### src/rtl/hazard_pkg.sv
// ============================================================================
//  Module      : hazard_pkg
//  Description : Shared types, forward-select codes and register-compare
//                helpers for the RV32 pipeline hazard controller.
//  Revision    : 1.0
// ============================================================================
`default_nettype none

package hazard_pkg;

    typedef enum logic [0:0] {
        RUN   = 1'b0,
        FLUSH = 1'b1
    } state_t;

    localparam logic [1:0] FWD_RF  = 2'b00;
    localparam logic [1:0] FWD_WB  = 2'b01;
    localparam logic [1:0] FWD_MEM = 2'b10;

    // x0 is hardwired to zero, so it can never be the subject of a hazard.
    function automatic logic reg_match(input logic [4:0] a, input logic [4:0] b);
        return (a != 5'd0) && (a == b);
    endfunction

    function automatic logic src_hit(input logic       we,
                                     input logic [4:0] rd,
                                     input logic [4:0] rs1,
                                     input logic [4:0] rs2);
        return we && (reg_match(rd, rs1) || reg_match(rd, rs2));
    endfunction

endpackage

`default_nettype wire

### src/rtl/hazard_ctrl_if.sv
// ============================================================================
//  Module      : hazard_ctrl_if
//  Description : Pipeline taps into, and stall/flush/forward controls out of,
//                the hazard controller. slave = controller, master = pipeline.
//  Revision    : 1.0
// ============================================================================
`default_nettype none

interface hazard_ctrl_if #(
    parameter int CNT_W = 32
);
    logic [4:0]       rs1n_ID;
    logic [4:0]       rs2n_ID;
    logic [4:0]       rs1n_EX;
    logic [4:0]       rs2n_EX;
    logic [4:0]       rdn_EX;
    logic             RegWrite_EX;
    logic             MemToReg_EX;
    logic [4:0]       rdn_MEM;
    logic             RegWrite_MEM;
    logic [4:0]       rdn_WB;
    logic             RegWrite_WB;
    logic             Redirect_EX;
    logic             StallIF;
    logic             StallID;
    logic             EnableID;
    logic             FlushD;
    logic             FlushE;
    logic [1:0]       FwdA_EX;
    logic [1:0]       FwdB_EX;
    logic [CNT_W-1:0] stall_cnt;
    logic [CNT_W-1:0] flush_cnt;

    modport slave (
        input  rs1n_ID, rs2n_ID, rs1n_EX, rs2n_EX, rdn_EX,
        input  RegWrite_EX, MemToReg_EX, rdn_MEM, RegWrite_MEM,
        input  rdn_WB, RegWrite_WB, Redirect_EX,
        output StallIF, StallID, EnableID, FlushD, FlushE,
        output FwdA_EX, FwdB_EX, stall_cnt, flush_cnt
    );

    modport master (
        output rs1n_ID, rs2n_ID, rs1n_EX, rs2n_EX, rdn_EX,
        output RegWrite_EX, MemToReg_EX, rdn_MEM, RegWrite_MEM,
        output rdn_WB, RegWrite_WB, Redirect_EX,
        input  StallIF, StallID, EnableID, FlushD, FlushE,
        input  FwdA_EX, FwdB_EX, stall_cnt, flush_cnt
    );

endinterface

`default_nettype wire

### src/rtl/sat_counter.sv
// ============================================================================
//  Module      : sat_counter
//  Description : Up-counter that sticks at all-ones instead of wrapping.
//  Revision    : 1.0
// ============================================================================
`default_nettype none

module sat_counter #(
    parameter int CNT_W = 32
) (
    input  logic             clk,
    input  logic             rst,
    input  logic             i_inc,
    output logic [CNT_W-1:0] o_count
);

    logic [CNT_W-1:0] r_count;

    always_ff @(posedge clk) begin
        if (rst) begin
            r_count <= '0;
        end else if (i_inc && (r_count != {CNT_W{1'b1}})) begin
            r_count <= r_count + 1'b1;
        end
    end

    assign o_count = r_count;

endmodule

`default_nettype wire

### src/rtl/hazard_ctrl.sv
// ============================================================================
//  Module      : hazard_ctrl
//  Description : Load-use/RAW stall, redirect flush and EX forwarding control
//                for the 5-stage RV32 core. Define HAZARD_FWD_EN to enable
//                operand forwarding (otherwise RAW hazards stall).
//  Revision    : 1.0
// ============================================================================
`default_nettype none

module hazard_ctrl
    import hazard_pkg::*;
#(
    parameter int FLUSH_CYCLES = 1,
    parameter int CNT_W        = 32
) (
    input  logic         clk,
    input  logic         rst,
    hazard_ctrl_if.slave bus
);

    state_t     r_state;
    state_t     w_state_nxt;
    logic [1:0] r_fcnt;
    logic [1:0] w_fcnt_nxt;
    logic       w_flush;
    logic       w_lu;
    logic       w_hazard;
    logic       w_stall;
    logic [1:0] w_fwd_a;
    logic [1:0] w_fwd_b;

    always_ff @(posedge clk) begin
        if (rst) begin
            r_state <= RUN;
            r_fcnt  <= 2'd0;
        end else begin
            r_state <= w_state_nxt;
            r_fcnt  <= w_fcnt_nxt;
        end
    end

    always_comb begin
        w_state_nxt = r_state;
        w_fcnt_nxt  = r_fcnt;
        w_flush     = 1'b0;
        case (r_state)
            RUN: begin
                if (bus.Redirect_EX) begin
                    w_flush = 1'b1;
                    if (FLUSH_CYCLES > 1) begin
                        w_state_nxt = FLUSH;
                        w_fcnt_nxt  = 2'(FLUSH_CYCLES - 1);
                    end
                end
            end
            FLUSH: begin
                // Further redirects are shadowed: the flushed slots hold no real branches.
                w_flush    = 1'b1;
                w_fcnt_nxt = r_fcnt - 2'd1;
                if (r_fcnt <= 2'd1) begin
                    w_state_nxt = RUN;
                    w_fcnt_nxt  = 2'd0;
                end
            end
            default: begin
                w_state_nxt = RUN;
                w_fcnt_nxt  = 2'd0;
            end
        endcase
    end

    assign w_lu = bus.MemToReg_EX &&
                  src_hit(bus.RegWrite_EX, bus.rdn_EX, bus.rs1n_ID, bus.rs2n_ID);

`ifdef HAZARD_FWD_EN
    assign w_hazard = w_lu;

    always_comb begin
        w_fwd_a = FWD_RF;
        w_fwd_b = FWD_RF;
        if (bus.RegWrite_MEM && reg_match(bus.rdn_MEM, bus.rs1n_EX)) begin
            w_fwd_a = FWD_MEM;
        end else if (bus.RegWrite_WB && reg_match(bus.rdn_WB, bus.rs1n_EX)) begin
            w_fwd_a = FWD_WB;
        end
        if (bus.RegWrite_MEM && reg_match(bus.rdn_MEM, bus.rs2n_EX)) begin
            w_fwd_b = FWD_MEM;
        end else if (bus.RegWrite_WB && reg_match(bus.rdn_WB, bus.rs2n_EX)) begin
            w_fwd_b = FWD_WB;
        end
    end
`else
    // WB is included because the register file returns the pre-write value.
    assign w_hazard = w_lu ||
                      src_hit(bus.RegWrite_EX,  bus.rdn_EX,  bus.rs1n_ID, bus.rs2n_ID) ||
                      src_hit(bus.RegWrite_MEM, bus.rdn_MEM, bus.rs1n_ID, bus.rs2n_ID) ||
                      src_hit(bus.RegWrite_WB,  bus.rdn_WB,  bus.rs1n_ID, bus.rs2n_ID);
    assign w_fwd_a  = FWD_RF;
    assign w_fwd_b  = FWD_RF;
`endif

    // A redirect must let the PC load its target, so it suppresses the stall.
    assign w_stall      = w_hazard && !w_flush;

    assign bus.StallIF  = w_stall;
    assign bus.StallID  = w_stall;
    assign bus.EnableID = !w_stall;
    assign bus.FlushD   = w_flush;
    assign bus.FlushE   = w_flush || w_hazard;
    assign bus.FwdA_EX  = w_fwd_a;
    assign bus.FwdB_EX  = w_fwd_b;

    sat_counter #(
        .CNT_W (CNT_W)
    ) u_stall_cnt (
        .clk     (clk),
        .rst     (rst),
        .i_inc   (w_stall),
        .o_count (bus.stall_cnt)
    );

    sat_counter #(
        .CNT_W (CNT_W)
    ) u_flush_cnt (
        .clk     (clk),
        .rst     (rst),
        .i_inc   (w_flush),
        .o_count (bus.flush_cnt)
    );

endmodule

`default_nettype wire

### src/flat_wrapper.sv
// flat-port wrapper written by rule: the top's interface ports become plain ports
module hazard_ctrl_flat import hazard_pkg::*;
#(
    parameter int FLUSH_CYCLES = 1,
    parameter int CNT_W        = 32
)
  (clk, rst, bus_rs1n_ID, bus_rs2n_ID, bus_rs1n_EX, bus_rs2n_EX, bus_rdn_EX, bus_RegWrite_EX, bus_MemToReg_EX, bus_rdn_MEM, bus_RegWrite_MEM, bus_rdn_WB, bus_RegWrite_WB, bus_Redirect_EX, bus_StallIF, bus_StallID, bus_EnableID, bus_FlushD, bus_FlushE, bus_FwdA_EX, bus_FwdB_EX, bus_stall_cnt, bus_flush_cnt);
  hazard_ctrl_if #(.CNT_W(CNT_W)) bus_i ();
  input  logic clk;
  input  logic rst;
  input wire logic [$bits(bus_i.rs1n_ID)-1:0] bus_rs1n_ID;
  input wire logic [$bits(bus_i.rs2n_ID)-1:0] bus_rs2n_ID;
  input wire logic [$bits(bus_i.rs1n_EX)-1:0] bus_rs1n_EX;
  input wire logic [$bits(bus_i.rs2n_EX)-1:0] bus_rs2n_EX;
  input wire logic [$bits(bus_i.rdn_EX)-1:0] bus_rdn_EX;
  input wire logic [$bits(bus_i.RegWrite_EX)-1:0] bus_RegWrite_EX;
  input wire logic [$bits(bus_i.MemToReg_EX)-1:0] bus_MemToReg_EX;
  input wire logic [$bits(bus_i.rdn_MEM)-1:0] bus_rdn_MEM;
  input wire logic [$bits(bus_i.RegWrite_MEM)-1:0] bus_RegWrite_MEM;
  input wire logic [$bits(bus_i.rdn_WB)-1:0] bus_rdn_WB;
  input wire logic [$bits(bus_i.RegWrite_WB)-1:0] bus_RegWrite_WB;
  input wire logic [$bits(bus_i.Redirect_EX)-1:0] bus_Redirect_EX;
  output wire logic [$bits(bus_i.StallIF)-1:0] bus_StallIF;
  output wire logic [$bits(bus_i.StallID)-1:0] bus_StallID;
  output wire logic [$bits(bus_i.EnableID)-1:0] bus_EnableID;
  output wire logic [$bits(bus_i.FlushD)-1:0] bus_FlushD;
  output wire logic [$bits(bus_i.FlushE)-1:0] bus_FlushE;
  output wire logic [$bits(bus_i.FwdA_EX)-1:0] bus_FwdA_EX;
  output wire logic [$bits(bus_i.FwdB_EX)-1:0] bus_FwdB_EX;
  output wire logic [$bits(bus_i.stall_cnt)-1:0] bus_stall_cnt;
  output wire logic [$bits(bus_i.flush_cnt)-1:0] bus_flush_cnt;
  assign bus_i.rs1n_ID = bus_rs1n_ID;
  assign bus_i.rs2n_ID = bus_rs2n_ID;
  assign bus_i.rs1n_EX = bus_rs1n_EX;
  assign bus_i.rs2n_EX = bus_rs2n_EX;
  assign bus_i.rdn_EX = bus_rdn_EX;
  assign bus_i.RegWrite_EX = bus_RegWrite_EX;
  assign bus_i.MemToReg_EX = bus_MemToReg_EX;
  assign bus_i.rdn_MEM = bus_rdn_MEM;
  assign bus_i.RegWrite_MEM = bus_RegWrite_MEM;
  assign bus_i.rdn_WB = bus_rdn_WB;
  assign bus_i.RegWrite_WB = bus_RegWrite_WB;
  assign bus_i.Redirect_EX = bus_Redirect_EX;
  assign bus_StallIF = bus_i.StallIF;
  assign bus_StallID = bus_i.StallID;
  assign bus_EnableID = bus_i.EnableID;
  assign bus_FlushD = bus_i.FlushD;
  assign bus_FlushE = bus_i.FlushE;
  assign bus_FwdA_EX = bus_i.FwdA_EX;
  assign bus_FwdB_EX = bus_i.FwdB_EX;
  assign bus_stall_cnt = bus_i.stall_cnt;
  assign bus_flush_cnt = bus_i.flush_cnt;
  hazard_ctrl #(.FLUSH_CYCLES(FLUSH_CYCLES), .CNT_W(CNT_W)) u_core (.clk(clk), .rst(rst), .bus(bus_i));
endmodule
### config.mk
export PLATFORM = sky130hd
export DESIGN_NAME = hazard_ctrl_flat
export DESIGN_NICKNAME = d
export VERILOG_FILES = /design/src/rtl/hazard_pkg.sv /design/src/rtl/hazard_ctrl_if.sv /design/src/rtl/sat_counter.sv /design/src/rtl/hazard_ctrl.sv /design/src/flat_wrapper.sv
export SDC_FILE = /design/constraint.sdc
export NUM_CORES = 1
export LEC_CHECK = 0
export ABC_CLOCK_PERIOD_IN_PS = 5800
export CORE_ASPECT_RATIO = 0.5
export CORE_MARGIN = 2
export CORE_UTILIZATION = 51
export DETAILED_ROUTE_END_ITERATION = 6
export PLACE_DENSITY = 0.95
export SYNTH_ARGS = -nofsm -noshare
export SYNTH_HDL_FRONTEND = slang
export SYNTH_SLANG_ARGS = --single-unit
### constraint.sdc
create_clock -name clk -period 5.8 [get_ports clk]
set_clock_uncertainty 0.1 [all_clocks]
set_input_delay 1.16 -clock clk [delete_from_list [all_inputs] [get_ports clk]]
set_output_delay 1.16 -clock clk [all_outputs]
set_load 0.02 [all_outputs]
# After elaboration in Yosys (flattened, before gate mapping)
# Index checks and enable logic that the tools add are counted.
[word_totals]
ff_bits = 67
wordCells = 47
[op_classes]
add_sub_neg = 3
reduce_logical = 26
eq_ne = 8
order_cmp = 1
muxes = 4
bitwise_logic = 1
[ops]
columns = ["op", "count"]
rows = [
  ["32-bit by 1-bit adder with 32-bit output, second input constant", 2],
  ["32-bit != test, second input constant", 2],
  ["5-bit == test", 6],
  ["5-bit nonzero test", 3],
  ["1-bit logical AND", 13],
  ["1-bit logical OR", 7],
  ["2-bit by 1-bit <= comparator with 1-bit output, second input constant", 1],
  ["1-bit zero test", 2],
  ["1-bit two-way mux", 2],
  ["2-bit two-way mux", 1],
  ["1-bit case mux with 2 select lines", 1],
  ["2-bit OR reduction", 1],
  ["2-bit by 1-bit subtractor with 2-bit output, second input constant", 1],
  ["1-bit NOT", 1],
]

# Logic depth before layout (Yosys ltp)
[logic_depth]
word_depth = 10
mapped_depth = 9
depth_no_buf = 8

# By module
# From an unflattened synthesis, not the netlist that was laid out.
[hier_totals]
cells_unflattened = 469
area_unflattened_um2 = 3898.7
[modules_own_cells]
columns = ["mod", "cells_each", "seq_area_each_um2", "area_per_inst_um2", "instances"]
rows = [
  ["sat_counter", 199, 640.6, 1674.1, 2],
  ["hazard_ctrl", 71, 60.1, 550.5, 1],
]

# Worst setup path before layout
# No wires, ideal clock.
[synth_path]
path_type = "input to output"
startpoint = "in bus_rdn_MEM[0]"
endpoint = "out bus_StallIF"
path_buffers = 3
path_stages = 8
slack_ns = 1.659
arrival_time_ns = 2.881
path_cell_list = "or4_1 -> o21ai_0 -> a21oi_1 -> o31ai_4 -> buf_6 -> buf_4 -> inv_1 -> buf_4"
[synth_between]
elab_chain_len = 7
[synth_lines]
columns = ["item", "line_no", "source"]
rows = [
  ["start, declared", "flat_wrapper.sv:18", "input wire logic [$bits(bus_i.rdn_MEM)-1:0] bus_rdn_MEM;"],
  ["5-bit == test / 5-bit nonzero test (equally long branches)", "hazard_pkg.sv:22", "return (a != 5'd0) && (a == b);"],
  ["1-bit logical AND", "hazard_pkg.sv:22", ""],
  ["1-bit logical OR (*)", "hazard_pkg.sv:29", "return we && (reg_match(rd, rs1) || reg_match(rd, rs2));"],
  ["1-bit logical AND (*)", "hazard_pkg.sv:29", ""],
  ["1-bit logical OR (*)", "hazard_ctrl.sv:95", "src_hit(bus.RegWrite_EX, bus.rdn_EX, bus.rs1n_ID, bus.rs2n_ID) ||"],
  ["1-bit logical OR (*)", "hazard_ctrl.sv:96", "src_hit(bus.RegWrite_MEM, bus.rdn_MEM, bus.rs1n_ID, bus.rs2n_ID) ||"],
  ["1-bit logical AND (*)", "hazard_ctrl.sv:103", "assign w_stall = w_hazard && !w_flush;"],
  ["end, declared", "flat_wrapper.sv:23", "output wire logic [$bits(bus_i.StallIF)-1:0] bus_StallIF;"],
]
# Every way passes the cells marked *; elsewhere a longest branch is shown, timed or not.

# Worst setup path in the final report
[layout_path]
startpoint = "in bus_rdn_MEM[0]"
endpoint = "out bus_FlushE"
[layout_between]
elab_chain_len = 7
[layout_lines]
columns = ["item", "line_no", "source"]
rows = [
  ["5-bit == test / 5-bit nonzero test (equally long branches)", "hazard_pkg.sv:22", ""],
  ["1-bit logical AND", "hazard_pkg.sv:22", ""],
  ["1-bit logical OR (*)", "hazard_pkg.sv:29", ""],
  ["1-bit logical AND (*)", "hazard_pkg.sv:29", ""],
  ["1-bit logical OR (*)", "hazard_ctrl.sv:95", ""],
  ["1-bit logical OR (*)", "hazard_ctrl.sv:96", ""],
  ["1-bit logical OR (*)", "hazard_ctrl.sv:109", "assign bus.FlushE = w_flush || w_hazard;"],
  ["end, declared", "flat_wrapper.sv:27", "output wire logic [$bits(bus_i.FlushE)-1:0] bus_FlushE;"],
]
# Marked as above.

==> impl_metrics.py <==
metrics = {
    "sta": {
        "setup_viol": 0,
        "fin_crit_ns": 4.81,
        "max_slew_margin": 0.467,
        "fin_ws_ns": 0.994,
        "tightest_slew_ns": 0.799,
        "slew_viol_final": 0,
        "finalCritPeriodShare": 0.829,
        "fmax_ghz": 0.208,
        "rsz0062_at_grt": "false",
        "hold_violations": 0,
        "tns_ns": 0,
    },
    "setup_path": {
        "crit_type": "in2out",
        "cp.required_ns": 4.54,
        "crit_chain": "clkdlybuf4s50_1 > or4_1 > o21ai_0 > a21oi_1 > or4_1 > clkdlybuf4s50_1",
        "startpoint_type": "input pin",
        "regToRegSetupSlack_ns": 3.30,
        "endpoint_kind": "output port",
        "reg2reg_depth": 8,
        "cp_max_fo": 3,
        "crit_path_max_incr_delay_ns": 0.58,
        "regToRegEndpoint": "u_core.u_stall_cnt.o_count[21]",
        "cp.arrival_ns": 3.55,
        "cp_slowest_cell": "clkdlybuf4s50_1",
        "r2r_start": "u_core.u_stall_cnt.o_count[6]",
    },
    "floorplan": {
        "coreArea_sq_um": 6880,
        "die_w_um": 125,
        "rows": 21,
        "dieArea_sq_um": 8070,
        "die_y_um": 64.5,
        "ios": 115,
        "initial_core_util": 0.543,
    },
    "clock_tree": {
        "root_buffer": "clkbuf_16",
        "cts.repair.resized": 0,
        "cts_tree": "built",
        "cts_buffers": 9,
        "h-tree-depth": 3,
        "clk_path_buf_depth": 2,
        "clock-sinks": 67,
        "postCtsHoldBufs": 0,
        "insertion_delay_ns": 0.33,
        "clk_pin_slew_ns": 0.05,
        "postCtsSetupBuffers": 0,
    },
    "final_layout": {
        "final_core_util": 0.725,
        "areaGrowthSynthToFinish_pct": 33.5,
        "nNetsFinal": 586,
        "diodes": 0,
        "drive_gt1_frac": 0.0661,
    },
    "synth": {
        "ys.flop_type": "dfxtp_1",
        "yosysMostFrequentCell": "dfxtp_1",
        "async_reset_ff_frac": 0,
        "yosysTopAreaCell": "dfxtp_1",
        "syn_avg_cell_area_sq_um": 8.29,
        "synthesis.instances": 451,
        "synth_top_family_by_area": "simple AND/OR/NAND/NOR gates",
        "yosysSeqAreaShare": 0.359,
        "synth_edf_count": 0,
        "synth_xor_area_frac": 0.138,
        "netlist_top_cells_count": "dfxtp_1 (67), nor2_1 (59), xor2_1 (41)",
        "synthesis.area_sq_um": 3740,
        "yosys_warnings": 0,
        "synth_mux_area_frac": 0.0452,
        "synth_fa_ha_area_frac": 0.00670,
        "synth_compound_area_frac": 0.0800,
        "synth_simple_gate_area_frac": 0.326,
        "yosysTopAreaCellShare": 0.359,
        "ys_types": 37,
        "synth.area.top_cells": "dfxtp_1 (36%), xor2_1 (9.6%), nor2_1 (5.9%), nand3_1 (4.6%), mux2_2 (4.2%)",
        "ys_ff_latch": 67,
    },
    "detailed_routing": {
        "ant_nets": 0,
        "wl_per_cell_um": 14.9,
        "vias": 3647,
        "vias_per_cell": 5.73,
        "drtIter0Drc": 265,
        "drc": 0,
        "wl_um": 9460,
        "drtPass1Iterations": 5,
    },
    "power_and_ir_drop": {
        "p_comb_frac": 0.086,
        "sw_frac_of_total": 0.228,
        "p_switching_uw": 239,
        "powerDensity_nw_per_um2": 210,
        "peakVddDrop_uv": 153,
        "leakage_nw": 1.72,
        "p_clk_frac": 0.472,
        "seqPwrFrac": 0.442,
        "p_int_uw": 811,
        "power.total_mw": 1.05,
    },
    "place": {
        "io_buffers": 99,
        "pre_cts_ws_ns": 1.01,
        "dp_hpwl_um": 6710,
        "gp_congestion": 0.917,
    },
    "hold_path": {
        "hp-class": "reg2reg",
        "min_to": "u_core.r_fcnt[1]",
        "hold_start": "u_core.r_fcnt[1]",
        "hold_depth": 1,
    },
    "global_routing": {
        "grt_usage": 0.238,
        "grt_pass1_vias": 3419,
        "grt_remaining_overflow": 0,
        "antenna_found_initial": 0,
        "grt_max_degree": 83,
        "grt_first_pass_wirelength_um": 15700,
    },
    "outcome": {
        "status": "complete, no violations",
    },
    "flow_run": {
        "maxCapViolations": 0,
    },
}
-- registers in the layout (all words and copies together) (netlist names) --
name	flops
u_core.u_flush_cnt.o_count	32
u_core.u_stall_cnt.o_count	32
u_core.r_fcnt	2
u_core.r_state	1
-- worst max path at each step --
stage	from	to	slack, ns	cells past startpoint
after detailed placement	bus_rdn_WB[0]	bus_FlushE	1.01	6
after global placement	bus_rdn_WB[0]	bus_FlushE	1.07	6
after CTS	bus_rdn_WB[0]	bus_FlushE	1.00	6
final	bus_rdn_MEM[0]	bus_FlushE	0.99	6
after global routing	bus_rdn_MEM[0]	bus_FlushE	0.88	6
after floorplan	bus_rdn_MEM[0]	bus_StallIF	1.66	8
-- critical path: cells and delay by family --
family / cells / cell delay, ns
buf+inv: 2 / 1.05
simple gates: 2 / 1.05
compound gates: 2 / 0.28
-- cell type report --
class                   count  area, sq um
clock buffers              12          256
clock inverters             2         12.5
fillers                   529         1890
inverters                   4         15.0
multi-input cells         358         2240
flip-flops and latches     67         1340
well taps                  92          115
repair buffers            102         1010
-- layout by cell type (no fill, tap or decap), drive strengths merged, types with 7 or more instances in the layout --
cell type,synthesis,routed
mux2,15,15
nor2,59,59
and3,12,12
a21oi,23,23
xnor2,18,18
xor2,41,41
o31ai,10,10
clkbuf,12,12
nand4,23,23
or3,9,9
o21ai,14,14
nor3,19,19
nor2b,16,16
clkdlybuf4s50,0,98
or4,14,14
nand2,23,23
dfxtp,67,67
nand3,34,34
nor4,7,7
-- metrics by stage --
stage               area, sq um  hold WS, ns  instances
CTS                        4990        0.392        637
finish                     4990        0.389        637
global placement           4720        0.378        623
detailed placement         4720        0.380        623
floorplan                  3750        0.362        454
global route               4990        0.420        637
-- logic make-up (layout without fill, tap and decap cells) --
logic type | after synthesis | in the layout
xor gates and xnor gates | 59 | 59
AOI/OAI and AO/OA | 50 | 50
buffers and inverters | 29 | 120
DFF | 67 | 67
other | 1 | 4
adders and majority gates | 2 | 2
and+or+nand+nor | 228 | 228
muxes | 15 | 15
-- power by group through the flow --
stage / registers [mW] / clock network [mW] / logic (mW)
floorplan: 0.476 / 0 / 0.0490
global placement: 0.474 / 0 / 0.0864
detailed placement: 0.474 / 0 / 0.0899
CTS: 0.465 / 0.503 / 0.0900
global route: 0.465 / 0.523 / 0.0976
finish: 0.465 / 0.496 / 0.0902
-- metal layers --
metal	wire [um]	global-route usage	vias up	share of wire
li1	-	-	1773	-
met5	0	0	-	0
met1	4050	0.274	1728	0.43
met3	464	0.0611	30	0.049
met4	259	0.104	0	0.027
met2	4700	0.427	116	0.50
Note: power is estimated with default switching activity, not from simulation.
